<file path="src/rtl/quantum_scheduler.sv">
// Multi-process preemption timer: per-slot quantum and active bit, round-robin slot
// selection, and a one-cycle interrupt whenever the running slot expires or finishes.
module quantum_scheduler #(
    parameter int WORD_SIZE       = 32,
    parameter int NUM_PROC        = 4,
    parameter int PID_WIDTH       = 2,
    parameter int DEFAULT_QUANTUM = 16
) (
    input  logic                 clock,
    input  logic                 reset,
    input  logic [WORD_SIZE-1:0] quantum,
    input  logic [PID_WIDTH-1:0] pid_sel,
    input  logic                 FLAG_timer,
    input  logic                 FLAG_start,
    input  logic                 finish,
    input  logic                 halt,
    input  logic                 FLAG_input,
    input  logic                 FLAG_output,
    output logic                 interrupt,
    output logic [PID_WIDTH-1:0] current_pid,
    output logic [NUM_PROC-1:0]  active_mask,
    output logic                 running,
    output logic [WORD_SIZE-1:0] remaining,
    output logic [1:0]           fsm_state
);

    typedef enum logic [1:0] {
        IDLE   = 2'd0,
        RUN    = 2'd1,
        SWITCH = 2'd2
    } state_t;

    state_t               state;
    logic [WORD_SIZE-1:0] quanta [NUM_PROC];
    logic                 pause;
    logic                 finish_event;
    logic                 expiry;
    logic [PID_WIDTH-1:0] start_pid;
    logic [PID_WIDTH-1:0] next_pid;

    assign fsm_state    = state;
    assign pause        = halt | FLAG_input | FLAG_output;
    // Writing a zero quantum to the running slot retires it just like finish.
    assign finish_event = finish | (FLAG_timer && (pid_sel == current_pid) && (quantum == '0));
    assign expiry       = (remaining == WORD_SIZE'(1)) && !pause;

    always_comb begin
        start_pid = '0;
        for (int i = NUM_PROC - 1; i >= 0; i--) begin
            if (active_mask[PID_WIDTH'(i)]) start_pid = PID_WIDTH'(i);
        end
        if (active_mask[pid_sel]) start_pid = pid_sel;
    end

    // First active slot after current_pid; current_pid itself is the last candidate.
    always_comb begin : next_sel
        int   j;
        logic found;
        next_pid = current_pid;
        found    = 1'b0;
        j        = 0;
        for (int i = 1; i <= NUM_PROC; i++) begin
            j = int'(current_pid) + i;
            if (j >= NUM_PROC) j = j - NUM_PROC;
            if (!found && active_mask[PID_WIDTH'(j)]) begin
                next_pid = PID_WIDTH'(j);
                found    = 1'b1;
            end
        end
    end

    always_ff @(posedge clock or negedge reset) begin
        if (!reset) begin
            state       <= IDLE;
            interrupt   <= 1'b0;
            running     <= 1'b0;
            current_pid <= '0;
            active_mask <= '0;
            remaining   <= '0;
            for (int i = 0; i < NUM_PROC; i++) quanta[i] <= WORD_SIZE'(DEFAULT_QUANTUM);
        end else begin
            interrupt <= 1'b0;
            if (FLAG_timer) begin
                quanta[pid_sel]      <= quantum;
                active_mask[pid_sel] <= (quantum != '0);
            end
            case (state)
                IDLE: begin
                    if (FLAG_start && (active_mask != '0)) begin
                        current_pid <= start_pid;
                        remaining   <= quanta[start_pid];
                        running     <= 1'b1;
                        state       <= RUN;
                    end
                end
                RUN: begin
                    if (!pause && (remaining != '0)) remaining <= remaining - WORD_SIZE'(1);
                    if (finish_event) begin
                        // Placed after the FLAG_timer write so the clear always wins.
                        active_mask[current_pid] <= 1'b0;
                        interrupt                <= 1'b1;
                        running                  <= 1'b0;
                        state                    <= SWITCH;
                    end else if (expiry) begin
                        interrupt <= 1'b1;
                        running   <= 1'b0;
                        state     <= SWITCH;
                    end
                end
                SWITCH: begin
                    if (active_mask != '0) begin
                        current_pid <= next_pid;
                        remaining   <= quanta[next_pid];
                        running     <= 1'b1;
                        state       <= RUN;
                    end else begin
                        state <= IDLE;
                    end
                end
                default: begin
                    running <= 1'b0;
                    state   <= IDLE;
                end
            endcase
        end
    end

endmodule

</file>
<file path="config.mk">
export PLATFORM = sky130hd
export DESIGN_NAME = quantum_scheduler
export DESIGN_NICKNAME = d
export VERILOG_FILES = /design/src/rtl/quantum_scheduler.sv
export SDC_FILE = /design/constraint.sdc
export NUM_CORES = 1
export LEC_CHECK = 0
export ABC_AREA = 1
export CAP_MARGIN = 20
export CORE_MARGIN = 3
export CORE_UTILIZATION = 54
export CTS_CLUSTER_DIAMETER = 150
export DETAILED_ROUTE_END_ITERATION = 10
export PLACE_DENSITY = 0.75
export SKIP_CTS_REPAIR_TIMING = 1
export SYNTH_ARGS = -nofsm -noshare
export SYNTH_HDL_FRONTEND = slang
export SYNTH_SLANG_ARGS = --single-unit
</file>
<file path="constraint.sdc">
create_clock -name clock -period 1.94 [get_ports clock]
set_input_delay 0.388 -clock clock [delete_from_list [all_inputs] [get_ports clock]]
set_output_delay 0.388 -clock clock [all_outputs]
set_load 0.005 [all_outputs]
</file>
# ---- Yosys cells after proc, flatten, opt, wreduce, memory -nomap -nowiden
# Cells that the tools add are included.
dict set report classes {
  addsub 9
  div 0
  reduce_logical 26
  bitwise 8
  n_mul 0
  n_eq_ne 8
  mux 65
  shift 0
  n_lt_le_gt_ge 16
}
# cell n
set ops {}
lappend ops {{2-to-1 mux 32 bit} 8}
lappend ops {{binary-select mux 32 bit (select 2 bit)} 2}
lappend ops {{bitwise mux 128 bit} 1}
lappend ops {{case mux 32 bit (3 select lines)} 1}
lappend ops {{demux 32 bit (select 2 bit)} 1}
lappend ops {{nonzero test 32 bit} 2}
lappend ops {{equality test 32 x 1 -> 1 bit (second input constant)} 1}
lappend ops {{logical NOT 32 bit} 1}
lappend ops {{2-to-1 mux 2 bit} 16}
lappend ops {{subtractor 32 x 1 -> 32 bit (second input constant)} 1}
lappend ops {{2-to-1 mux 1 bit} 22}
lappend ops {{>= comparator 3 bit (second input constant)} 6}
lappend ops {{< comparator 2 x 4 -> 1 bit (second input constant)} 4}
lappend ops {{2-to-1 mux 4 bit} 3}
lappend ops {{logical AND 1 bit} 11}
lappend ops {{binary-select mux 1 bit (select 2 bit)} 5}
lappend ops {{NOT 2 -> 3 bit} 3}
lappend ops {{subtractor 2 x 1 -> 2 bit (second input constant)} 4}
lappend ops {{adder 2 x 2 -> 3 bit (second input constant)} 2}
lappend ops {{< comparator 2 x 3 -> 1 bit (second input constant)} 2}
lappend ops {{!= test 2 bit (second input constant)} 3}
lappend ops {{case mux 2 bit (3 select lines)} 1}
lappend ops {{AND reduction 3 bit} 2}
lappend ops {{adder 2 x 3 -> 4 bit (second input constant)} 1}
lappend ops {{22 further kinds} 29}
dict set report word_totals {
  output_inout_bits 42
  romBits 0
  latch_bits 0
  ff_bits 170
  mem_bits_rw 0
  input_bits 42
  elab_cells 142
  mem_count 0
}

# ---- Longest topological paths before layout
# Gate-level depths: netlist of the first run.
dict set report depth {
  word_depth 22
  ltp_mapped 18
  ltp_nobuf 16
}

# ---- Least setup slack after synthesis of the first run
# Ideal clock, no wire load.
dict set report synth_timing {
  path_type {reg2reg}
  startpoint {reg current_pid[0]}
  endpoint {reg remaining[17]}
  n_path_buf 2
  t_arrival_ns 2.067
  period_less_slack_ns 2.183
  setup_ns 0.116
  path_stages_with_launch 15
  t_required_ns 1.824
  path_slack_ns -0.243
  cell_sequence {dfrtp_1 buf_6 inv_6 ha_1 inv_1 nand3_1 nand2_2 nand3_4 nand2_4 clkbuf_1 nand3_1 nand3_1 nand3b_1 nand2_1 nand2_1}
}
dict set report synth_between {
  elab_chain_cells 22
  elab_cells_between_ends 47
  cone_classes {add/sub (8); order compare (4); mux (28); bitwise (1); reduce/logical (6)}
}
# element line_no
set synth_lines {}
lappend synth_lines {{start: declaration} 20} ;# output logic [PID_WIDTH-1:0] current_pid,
lappend synth_lines {{start signal: assignment} 90} ;# current_pid <= start_pid;
lappend synth_lines {{start signal: assignment} 112} ;# current_pid <= next_pid;
lappend synth_lines {{adder 2 x 1 -> 3 bit} 63} ;# j = int'(current_pid) + i;
lappend synth_lines {{>= comparator 3 bit / subtractor 2 x 1 -> 2 bit (equally long branches)} 64} ;# if (j >= NUM_PROC) j = j - NUM_PROC;
lappend synth_lines {{2-to-1 mux 2 bit} 64}
lappend synth_lines {{binary-select mux 1 bit (select 2 bit)} 65} ;# if (!found && active_mask[PID_WIDTH'(j)]) begin
lappend synth_lines {{2-to-1 mux 1 bit (not written as such) (2 in series)} 65}
lappend synth_lines {{2-to-1 mux 1 bit} 65}
lappend synth_lines {{logical NOT 1 bit} 65}
lappend synth_lines {{logical AND 1 bit} 65}
lappend synth_lines {{[4 not listed]} n/a}
lappend synth_lines {{logical NOT 1 bit} 65}
lappend synth_lines {{logical AND 1 bit} 65}
lappend synth_lines {{2-to-1 mux 2 bit (*)} 65}
lappend synth_lines {{NOT 2 -> 3 bit (not written as such) (*)} 113} ;# remaining <= quanta[next_pid];
lappend synth_lines {{binary-select mux 32 bit (select 2 bit) (*)} 113}
lappend synth_lines {{2-to-1 mux 32 bit (not written as such) (*) (2 in series)} 113}
lappend synth_lines {{2-to-1 mux 32 bit (*)} 111} ;# if (active_mask != '0) begin
lappend synth_lines {{case mux 32 bit (3 select lines) (*)} 87} ;# case (state)
lappend synth_lines {{end signal: assignment} 91} ;# remaining <= quanta[start_pid];
lappend synth_lines {{end signal: assignment} 97} ;# if (!pause && (remaining != '0)) remaining <= remaining - WORD_SIZE'(1);
lappend synth_lines {{end signal: assignment} 113}
lappend synth_lines {{end: declaration} 23} ;# output logic [WORD_SIZE-1:0] remaining,
# Every way passes the cells marked *; elsewhere a longest branch is shown, timed or not. The select of a mux whose other input is x is not followed.
# A chain may end at the register's enable or synchronous reset.

# ---- Worst setup path after layout of the first run
dict set report layout_timing {
  startpoint {reg current_pid[0]}
  endpoint {reg remaining[27]}
}
# The elaborated chain is that of the path after synthesis.

==> out/summary.log, run 1 <==
INFO  sta            setup_total_negative_slack=-7.21ns
INFO  routing        detail-route-antenna-nets=0
INFO  worst_setup_path worst_setup_path_end_kind=flip-flop
INFO  routing        vias_per_cell=5.67
INFO  sta            timing.clock.skew=0.0128ns
INFO  logic_synthesis avgSynthCellArea=6.63um^2
INFO  logic_synthesis syn_nets=1672
INFO  cells_and_area final_cells=2102
INFO  power_and_ir_drop ir_drop=1.59mV
INFO  sta            max_freq=444MHz
INFO  die            initial_cell_density_of_the_core=56.2%
INFO  logic_synthesis yosys_warnings=0
INFO  die            row_count=50
INFO  worst_setup_path timing.critical_path.cells=inv_6 > ha_4 > inv_4 > nand3_4 > nand2_4 > inv_6 > nand4_4 > nand2_8 > clkbuf_16 > nand2_2 > nand3_2 > nand2_2 > nand2_1 > nand2_1 > nand2_1 > nand2_1
INFO  run            max_cap_viol_count=0
INFO  sta            setup-violations-final=33
INFO  outcome        status=finished with violations
INFO  worst_setup_path critical_path.top_delay_family=simple AND/OR/NAND/NOR gates
INFO  worst_setup_path startpoint_to_endpoint_class_of_the_critical_path=flip-flop to flip-flop
INFO  worst_setup_path crit_fanout=5
INFO  logic_synthesis synthFlopType=dfrtp_1
INFO  die            die_width=147um
INFO  sta            final.hold.worst_slack=0.434ns
INFO  die            floorplan.core_area=19100um^2
INFO  sta            final_critical_path_setup_slack=-0.313ns
INFO  clock_tree     clk_latency=0.44ns
INFO  routing        route.vias.total=11923
INFO  clock_tree     clock_tree_from_tritoncts=yes
INFO  cells_and_area layout.cell_area.non_filler=14300um^2
INFO  worst_setup_path timing.critical_path.arrival=2.57ns
INFO  worst_setup_path critical_path_required=2.26ns
INFO  placed_design  dp_cells=2057
INFO  die            top_level_ports=84
INFO  clock_tree     clock_tree.htree_level_count=4
INFO  logic_synthesis ys_ff_latch=170
INFO  grt            grt_pass1_wl=56.9mm
INFO  power_and_ir_drop powerDensity=2020nW/um^2
INFO  sta            rsz0062_at_grt=yes
INFO  logic_synthesis syn_area=10700um^2
INFO  die            dieArea=21600um^2
INFO  worst_setup_path critical_path.startpoint_type=flip-flop
INFO  outcome        failed_checks=setup timing
INFO  logic_synthesis synth_edf_count=0
INFO  sta            timing.final.hold_violations=0
INFO  grt            grtUsageTotal=33.1%
INFO  placed_design  gpl.final_weighted_congestion=0.969
INFO  cells_and_area drive_gt1_share=17.0%
INFO  sta            min_period_over_period=116%
INFO  clock_tree     cts.reportedPaths.clkPinSlew=0.07ns
INFO  placed_design  place.port_buffers=83
INFO  worst_setup_path crit_path_max_incr_delay=0.41ns
INFO  worst_setup_path crit_cells=16
INFO  clock_tree     cts_buffers=17
INFO  grt            grt_antenna_before_repair=0
INFO  sta            actual_slew_at_the_worst_max_slew_pin=0.548ns
INFO  sta            post-route-min-period=2.25ns
INFO  power_and_ir_drop power.static_leakage=7.09nW
INFO  worst_setup_path critical_path.n_buffers_inverters=4
INFO  cells_and_area layout-area-overhead-vs-synth=33.3%
INFO  grt            grt_start_max_net_pins=65
INFO  logic_synthesis async_flop_share=100%
INFO  clock_tree     clockRootBuffer=clkbuf_16
INFO  grt            number_of_global_route_vias_before_repair=10894
INFO  cells_and_area final_net_count=1882
INFO  sta            maxSlewViolCount=0
INFO  logic_synthesis synth_sequential_area_ratio=39.7%
INFO  placed_design  hpwlAfterDp=25.5mm
INFO  min_path       timing.hold.worst.class=input pin to async pin
INFO  worst_setup_path rr_worst_depth=16
INFO  logic_synthesis number_of_distinct_library_cells_after_synthesis=36
INFO  routing        first_iter_violations=1536
INFO  routing        post-route-drc-count=0
INFO  worst_setup_path reg_to_reg_setup_timing_slack=-0.31ns
INFO  cells_and_area nFillCells=1460
INFO  cells_and_area antenna_cells=0
INFO  routing        routed_wire_length_per_instance=17.8um
INFO  worst_setup_path worst_path_max_delay_cell=dfrtp_2
INFO  clock_tree     cts_sinks=170
INFO  routing        detail_route.wirelength=37.4mm
INFO  worst_setup_path path_common_cell=nand2_1
INFO  grt            globalRoute.totalOverflow=0
INFO  placed_design  detailed_place.area=13300um^2
INFO  sta            worst_slew_margin_rel=63.1%
INFO  routing        first_pass_iters=6
INFO  die            die_height=147um
INFO  clock_tree     cts_max_path_buffers=2
INFO  logic_synthesis postSynthCellCount=1619
sequential cells by signal (all words and copies together), names as in the netlist:
name         cells
remaining       32
current_pid      2
running          1
interrupt        1
active_mask      4
quanta         128
fsm_state        2
layer usage:
| layer | GRT usage, % | part of all wire [%] | up-vias | wire [um] |
|---|---|---|---|---|
| li1 | - | - | 5583 | - |
| met5 | 0 | 0 | - | 0 |
| met4 | 12.2 | 3.1 | 0 | 1150 |
| met1 | 46.7 | 40 | 5483 | 15100 |
| met3 | 8.30 | 13 | 99 | 4690 |
| met2 | 49.5 | 44 | 758 | 16400 |
synth_stat cells (all sizes together) (3+ instances only):
master	instances	area (um^2)
a21oi	79	395
a31oi	4	25.0
buf	45	253
clkbuf	42	158
clkinv	3	11.3
dfrtp	166	4150
dfstp	4	105
ha	11	138
inv	211	797
nand2	513	1960
nand3	175	898
nand3b	12	90.1
nand4	8	65.1
nor2	89	349
nor3	7	35.0
o21ai	233	1170
or2	5	31.3
xor2	5	43.8
cell type report:
cell class / instances / area (um^2) / share of cell area [%]
flip-flops and latches: 170 / 4260 / 29.8
multi-input cells: 1149 / 5520 / 38.6
clock buffers: 20 / 457 / 3.19
repair buffers: 277 / 2800 / 19.6
well taps: 260 / 325 / 2.27
inverters: 214 / 816 / 5.70
clock inverters: 12 / 130 / 0.909
report_power, final:
| part | total (W) | internal, W | switching [W] |
|---|---|---|---|
| clock | 0.00342 | 0.00187 | 0.00155 |
| sequential | 0.00496 | 0.00444 | 0.000516 |
| combinational | 0.0205 | 0.00852 | 0.0119 |
| total | 0.0288 | 0.0148 | 0.0140 |
worst paths after layout:
path	from	end
setup / recovery	current_pid[0]	remaining[27]
hold / removal	reset	remaining[18]
setup reg to reg	current_pid[0]	remaining[27]
hold reg to reg	running	running
max in group asynchronous	reset	quanta[100]
min in group clock	running	running
logic make-up after synthesis:
| kind of cell | after synthesis | share of synthesized area (%) |
|---|---|---|
| AND/OR/NAND/NOR | 809 | 32.0 |
| flip-flops | 170 | 39.7 |
| XOR/XNOR | 6 | 0.490 |
| adder cells (fa/ha/maj) | 11 | 1.28 |
| buffers and inverters | 301 | 11.4 |
| AO/OA/AOI/OAI | 322 | 15.2 |
worst reg2reg max path, stage by stage (launching register included):
cell	delay, ns
dfrtp_2	0.41
inv_6	0.04
ha_4	0.30
inv_4	0.05
nand3_4	0.08
nand2_4	0.08
inv_6	0.08
nand4_4	0.24
nand2_8	0.22
clkbuf_16	0.19
nand2_2	0.07
nand3_2	0.07
nand2_2	0.06
nand2_1	0.07
nand2_1	0.05
nand2_1	0.08
nand2_1	0.05
through the flow:
step	setup WS [ns]	power, W	util [%]
after floorplan	-0.119	0.0149	-
after global placement	-0.385	0.0217	69.5
after detailed placement	-0.432	0.0220	69.5
after CTS	-0.285	0.0255	72.6
after global routing	-0.391	0.0305	75.0
final	-0.313	0.0288	75.0
cells in the final DEF, fill, tap and decap left out, drive strengths merged:
| cell | instances |
|---|---|
| a31oi | 4 |
| a21oi | 79 |
| xor2 | 5 |
| clkbuf | 26 |
| clkinvlp | 3 |
| nand3b | 12 |
| o21bai | 2 |
| clkinv | 5 |
| dfrtp | 166 |
| nor3 | 7 |
| o22a | 1 |
| xnor2 | 1 |
| o21ai | 233 |
| or2 | 5 |
| inv | 217 |
| nand3 | 175 |
| dlymetal6s2s | 1 |
| ha | 11 |
| nand2 | 514 |
| dlygate4sd3 | 1 |
| clkdlybuf4s50 | 81 |
| o31ai | 1 |
| nor2 | 89 |
| bufinv | 1 |
| o22ai | 2 |
| nand4 | 8 |
| dfstp | 4 |
| buf | 188 |
(Power assumes the default switching activity.)
==> run 2, diff against run 1 <==
--- a/config.mk
+++ b/config.mk
@@ -6,11 +6,13 @@
 export NUM_CORES = 1
 export LEC_CHECK = 0
 export ABC_AREA = 1
+export ABC_CLOCK_PERIOD_IN_PS = 1940
 export CAP_MARGIN = 20
 export CORE_MARGIN = 3
 export CORE_UTILIZATION = 54
 export CTS_CLUSTER_DIAMETER = 150
 export DETAILED_ROUTE_END_ITERATION = 10
+export HOLD_SLACK_MARGIN = 0.06
 export PLACE_DENSITY = 0.75
 export SKIP_CTS_REPAIR_TIMING = 1
 export SYNTH_ARGS = -nofsm -noshare
==> results of run 2 <==
Final layout, timing and power as in run 1 (identical DEF).
==> edit 1 (config.mk and constraints of run 1) <==
Put one more register stage on the output `interrupt`, with the module's reset. The value now appears one clock later. The other outputs are not delayed to match. Comments in the files are not updated.
--- a/src/rtl/quantum_scheduler.sv
+++ b/src/rtl/quantum_scheduler.sv
@@ -29,6 +29,8 @@
         RUN    = 2'd1,
         SWITCH = 2'd2
     } state_t;
+
+    logic interrupt_s0;
 
     state_t               state;
     logic [WORD_SIZE-1:0] quanta [NUM_PROC];
@@ -72,14 +74,14 @@
     always_ff @(posedge clock or negedge reset) begin
         if (!reset) begin
             state       <= IDLE;
-            interrupt   <= 1'b0;
+            interrupt_s0 <= 1'b0;
             running     <= 1'b0;
             current_pid <= '0;
             active_mask <= '0;
             remaining   <= '0;
             for (int i = 0; i < NUM_PROC; i++) quanta[i] <= WORD_SIZE'(DEFAULT_QUANTUM);
         end else begin
-            interrupt <= 1'b0;
+            interrupt_s0 <= 1'b0;
             if (FLAG_timer) begin
                 quanta[pid_sel]      <= quantum;
                 active_mask[pid_sel] <= (quantum != '0);
@@ -98,11 +100,11 @@
                     if (finish_event) begin
                         // Placed after the FLAG_timer write so the clear always wins.
                         active_mask[current_pid] <= 1'b0;
-                        interrupt                <= 1'b1;
+                        interrupt_s0             <= 1'b1;
                         running                  <= 1'b0;
                         state                    <= SWITCH;
                     end else if (expiry) begin
-                        interrupt <= 1'b1;
+                        interrupt_s0 <= 1'b1;
                         running   <= 1'b0;
                         state     <= SWITCH;
                     end
@@ -125,5 +127,13 @@
         end
     end
 
+    always_ff @(posedge clock or negedge reset) begin
+        if (!reset) begin
+            interrupt <= '0;
+        end else begin
+            interrupt <= interrupt_s0;
+        end
+    end
+
 endmodule
 
Behaviour: not the same (a bounded check fails within 4 cycles, from zero or initial values and one cycle with reset low).
==> edit 1 against run 1 <==
The run still ends with setup timing left; maximum frequency shrank 1.4%; largest power group unchanged; design area up 5.1%; non-clock buffer count grew 51; total power is 7.7% higher; first-iteration DRC count grew 2.3%; worst setup slack worse by 0.033 ns; die area rose by 0.65%; area after synthesis is 0.68% higher; routed wire length up 7.4%; critical endpoint is now remaining[26]; sequential cell count up 1; clock skew about the same; worst hold slack got worse by 0.086 ns.
==> edit 1: results (changes against run 1) <==
final_layout:
  drive_above_1_share_pct: 20.77  # +3.8 points
  fin_cells: 2162  # +2.9%
  nFillCells: 1419  # -2.8%
  nets: 1937  # +2.9%
grt:
  use_met3_pct: 8.369  # +0.072 points
  grt_max_degree: 64  # -1.5%
  use_met1_pct: 47.72  # +0.97 points
  grt_pass1_wl_um: 59240  # +4.2%
  first_global_vias: 11390  # +4.5%
  grt_usage_pct: 34.32  # +1.3 points
power:
  clock_power_share_pct: 11.2  # -0.7 points
  p_leak_nw: 7.495  # +5.7%
  max-vdd-ir-drop_mv: 1.200  # -25%
  p_sw_share_pct: 47.62  # -0.96 points
  power_frac_seq_pct: 16.3  # -0.9 points
timing:
  finalClockSkew_ns: 0.01279  # -0.00003410 ns
  finalWorstSetupSlack_ns: -0.3456  # -0.03297 ns
  tightest_slew_ns: 0.5770  # +0.02852 ns
  setup_violations: 33  # unchanged
status:
  failed_checks: "setup timing"
  status: "finished, violations left"
route:
  m1WireLength_um: 15390  # +2.0%
  initialDrtViolationCount: 1572  # +2.3%
  wl_met3_um: 5105  # +8.9%
  viasPerCell: 5.800  # +2.3%
  dr_wl_met2_um: 17740  # +8.0%
placed_design:
  post_dp_cell_area_sq_mm: 0.01368  # +3.1%
  dp_slack_ns: -0.4853  # -0.05307 ns
  dp_hpwl_um: 26210  # +2.7%
  post-place-cells: 2107  # +2.4%
yosys:
  synth_area_leaders: "dfrtp_1 (39%), nand2_1 (17%), o21ai_0 (9.3%), nand3_1 (8.1%), inv_1 (7.3%)"
  synth-xor-area-share_pct: 0.3243  # -0.17 points
  seq_area_frac_synth_pct: 39.65  # about the same
  synth_common_cells: "nand2_1 (494), inv_1 (211), o21ai_0 (201)"
  synth_nets: 1677  # +0.30%
worst_setup_path:
  cp.arrival_ns: 2.61  # +0.04 ns
  crit_fanout: 8  # +3
-- edit 1: cell types whose count changed after synthesis, moves of 3 or more --
cell,change
o21ai_1,+5
buf_1,+4
nand3_1,+3
nand2_1,-9
clkbuf_1,-5
o21ai_0,-7
inv_1,+5
-- edit 1: final cells by class --
| type | instances | area, sq um | area share (%) |
|---|---|---|---|
| multi-input combinational | 1148 | 5693 | 37.87 |
| inverter | 218 | 833.3 | 5.543 |
| timing repair buffer | 328 | 3297 | 21.93 |
| tap | 265 | 331.6 | 2.206 |
| clock buffer | 22 | 444.2 | 2.955 |
| clock inverter | 10 | 146.4 | 0.9738 |
| sequential | 171 | 4288 | 28.52 |
-- edit 1: final timing paths --
path,start,endpoint,slack (ns),cells after the start
min in group asynchronous,reset,interrupt,0.49,2
min reg2reg,interrupt_s0,interrupt,0.35,0
max in group asynchronous,reset,quanta[100],0.79,3
max,current_pid[0],remaining[26],-0.35,17
max reg2reg,current_pid[0],remaining[26],-0.35,17
min,interrupt_s0,interrupt,0.35,0
==> edit 2 (config.mk and constraints of run 1) <==
Without the edit above. Set the parameter `PID_WIDTH` to 3 (it was 2).
--- a/src/rtl/quantum_scheduler.sv
+++ b/src/rtl/quantum_scheduler.sv
@@ -3,7 +3,7 @@
 module quantum_scheduler #(
     parameter int WORD_SIZE       = 32,
     parameter int NUM_PROC        = 4,
-    parameter int PID_WIDTH       = 2,
+    parameter int PID_WIDTH       = 3,
     parameter int DEFAULT_QUANTUM = 16
 ) (
     input  logic                 clock,
Interface: changed (resized current_pid and pid_sel); port bits go from 84 to 86. The function was not compared with the original's and may differ.
==> edit 2 against run 1 <==
Design area rose by 8.8%; sequential cell count rose by 1; combinational power rose by 11%; non-clock buffer count rose by 50; largest power group unchanged; total power rose by 10%; critical endpoint is now remaining[26]; routed wire length rose by 12%; sequential share of layout area fell by 2.2 points; core utilization rose by 1.2 points; worst setup slack improved by 0.015 ns; clock power rose by 4%; worst hold slack got worse by 0.0064 ns; area after synthesis rose by 5.7%; final cell count rose by 8.1%; largest cell class unchanged; the run still ends with setup timing left; critical path depth fell by 2.
==> edit 2: results (changes against run 1) <==
yosys:
  yosys_warnings: 0  # unchanged
  synth.distinct_cells: 37  # +2.8%
  seq_area_frac_synth_pct: 37.76  # -1.9 points
  synth_area_leaders: "dfrtp_1 (37%), nand2_1 (17%), nand3_1 (13%), inv_1 (8.5%), o21ai_0 (7.8%)"
  async_flop_share_pct: 100.0  # unchanged
  synth_cells: 1740  # +7.5%
  synth_nets: 1796  # +7.4%
  synth_common_cells: "nand2_1 (524), nand3_1 (301), inv_1 (256)"
die:
  rows: 52  # +4.0%
grt:
  grt_pass1_wl_um: 60740  # +6.8%
  first_global_vias: 11800  # +8.3%
  antenna_found_initial: 0  # unchanged
  grt_usage_pct: 34.00  # +0.93 points
  grt_max_degree: 53  # -18%
status:
  status: "finished, violations left"
  failed_checks: "setup timing"
route:
  totalWireLength_um: 41690  # +12%
  detail_route.first_pass.iterations: 6  # unchanged
  ant_nets: 0  # unchanged
  initialDrtViolationCount: 1916  # +25%
  dr_total_vias: 13210  # +11%
clock_tree:
  path_clk_slew_ns: 0.07  # about the same
  htreeDepth: 4  # unchanged
  clkLatencyLatePin_ns: 0.45
  root_buffer: "clkbuf_16"
  cts_buffers: 17  # unchanged
  clock_path_buffers: 2  # unchanged
hold_path:
  hold_class: "input port to async pin"
placed_design:
  gp_congestion: 1.006  # +3.9%
  post-place-cells: 2213  # +7.6%
  portBuffers: 85  # +2.4%
  post_dp_cell_area_sq_mm: 0.01410  # +6.3%
  dp_hpwl_um: 27380  # +7.3%
timing:
  finalClockSkew_ns: 0.01126  # -0.001556 ns
  finalWorstSetupSlack_ns: -0.2980  # +0.01458 ns
  setup_violations: 37  # +12%
  max-slew-margin-rel_pct: 66.65  # +3.5 points
final_layout:
  multi_input_area_sq_mm: 0.006060  # +9.8%
  diodes: 0  # unchanged
  top_regs: "quanta x128, remaining x32, active_mask x4"
  nets: 2047  # +8.8%
  fin_cells: 2273  # +8.1%
  nFillCells: 1533  # +5.0%
  drive_above_1_share_pct: 20.57  # +3.6 points
worst_setup_path:
  cpPeakStageDelay_ns: 0.44  # +0.03 ns
  crit_fanout: 22  # +17
  critPathSlowestCell: "dfrtp_2"
  cp.arrival_ns: 2.58  # about the same
power:
  p_int_mw: 16.01  # +8.0%
  max-vdd-ir-drop_mv: 1.453  # -8.9%
  p_leak_nw: 7.987  # +13%
==> edit 2: area by class of cell <==
| cell class | count | share of cell area, % |
|---|---|---|
| clock buffers | 18 | 2.758 |
| clock inverters | 13 | 1.029 |
| inverters | 263 | 6.408 |
| multi-input cells | 1211 | 38.94 |
| flip-flops and latches | 171 | 27.58 |
| well taps | 270 | 2.171 |
| repair buffers | 327 | 21.12 |
==> edit 2: metal layers <==
| metal | global-route usage, % | wire (um) | up-vias |
|---|---|---|---|
| met5 | 0 | 0 | - |
| met4 | 11.20 | 1355 | 0 |
| met3 | 6.912 | 5330 | 138 |
| met2 | 50.61 | 18440 | 923 |
| met1 | 49.72 | 16570 | 6123 |
| li1 | - | - | 6026 |
==> edit 2: kinds of logic (layout without fill, tap and decap cells) <==
family	after synthesis	count (layout)	share of synthesized area [%]
compound gates	227	227	10.44
flops	171	171	37.76
simple gates	963	963	36.86
xor+xnor	8	8	0.6176
fa+ha+maj	13	13	1.434
buf+inv	358	621	12.88
==> edit 2: worst max-delay path, delay by kind of cell, from the launching register on <==
family / cells / cell delay [ns]
buffers and inverters: 3 / 0.39
and+or+nand+nor: 11 / 1.28
DFF: 1 / 0.44
==> edit 2: power by group through the flow <==
stage                     Combinational, mW  Sequential [mW]  Clock (mW)
final                                  22.8             5.38        3.55
after global routing                   24.4             5.46        3.70
after CTS                              18.8             5.29        3.55
after detailed placement               18.5             5.35           0
after global placement                 18.2             5.32           0
after floorplan                        11.0             5.38           0
==> edit 2: path summary, 6_finish.rpt <==
kind	startpoint	to	slack, ns	depth (start not counted)
worst max-delay path	current_pid[0]	remaining[26]	-0.30	14
worst min-delay path	reset	active_mask[2]	0.43	2
worst max register to register	current_pid[0]	remaining[26]	-0.30	14
worst min register to register	quanta[39]	quanta[39]	0.49	2
max in group asynchronous	reset	quanta[68]	0.80	3
min in group clock	quanta[39]	quanta[39]	0.49	2
==> edit 2: metrics by stage <==
| step | setup slack [ns] | power [mW] | TNS [ns] |
|---|---|---|---|
| 6_report | -0.2980 | 31.75 | -5.547 |
| 5_1_grt | -0.3230 | 33.60 | -9.237 |
| 4_1_cts | -0.3410 | 27.59 | -8.741 |
| 3_5_place_dp | -0.5731 | 23.90 | -21.68 |
| 3_3_place_gp | -0.5221 | 23.55 | -19.16 |
| 2_1_floorplan | -0.1314 | 16.37 | -3.386 |
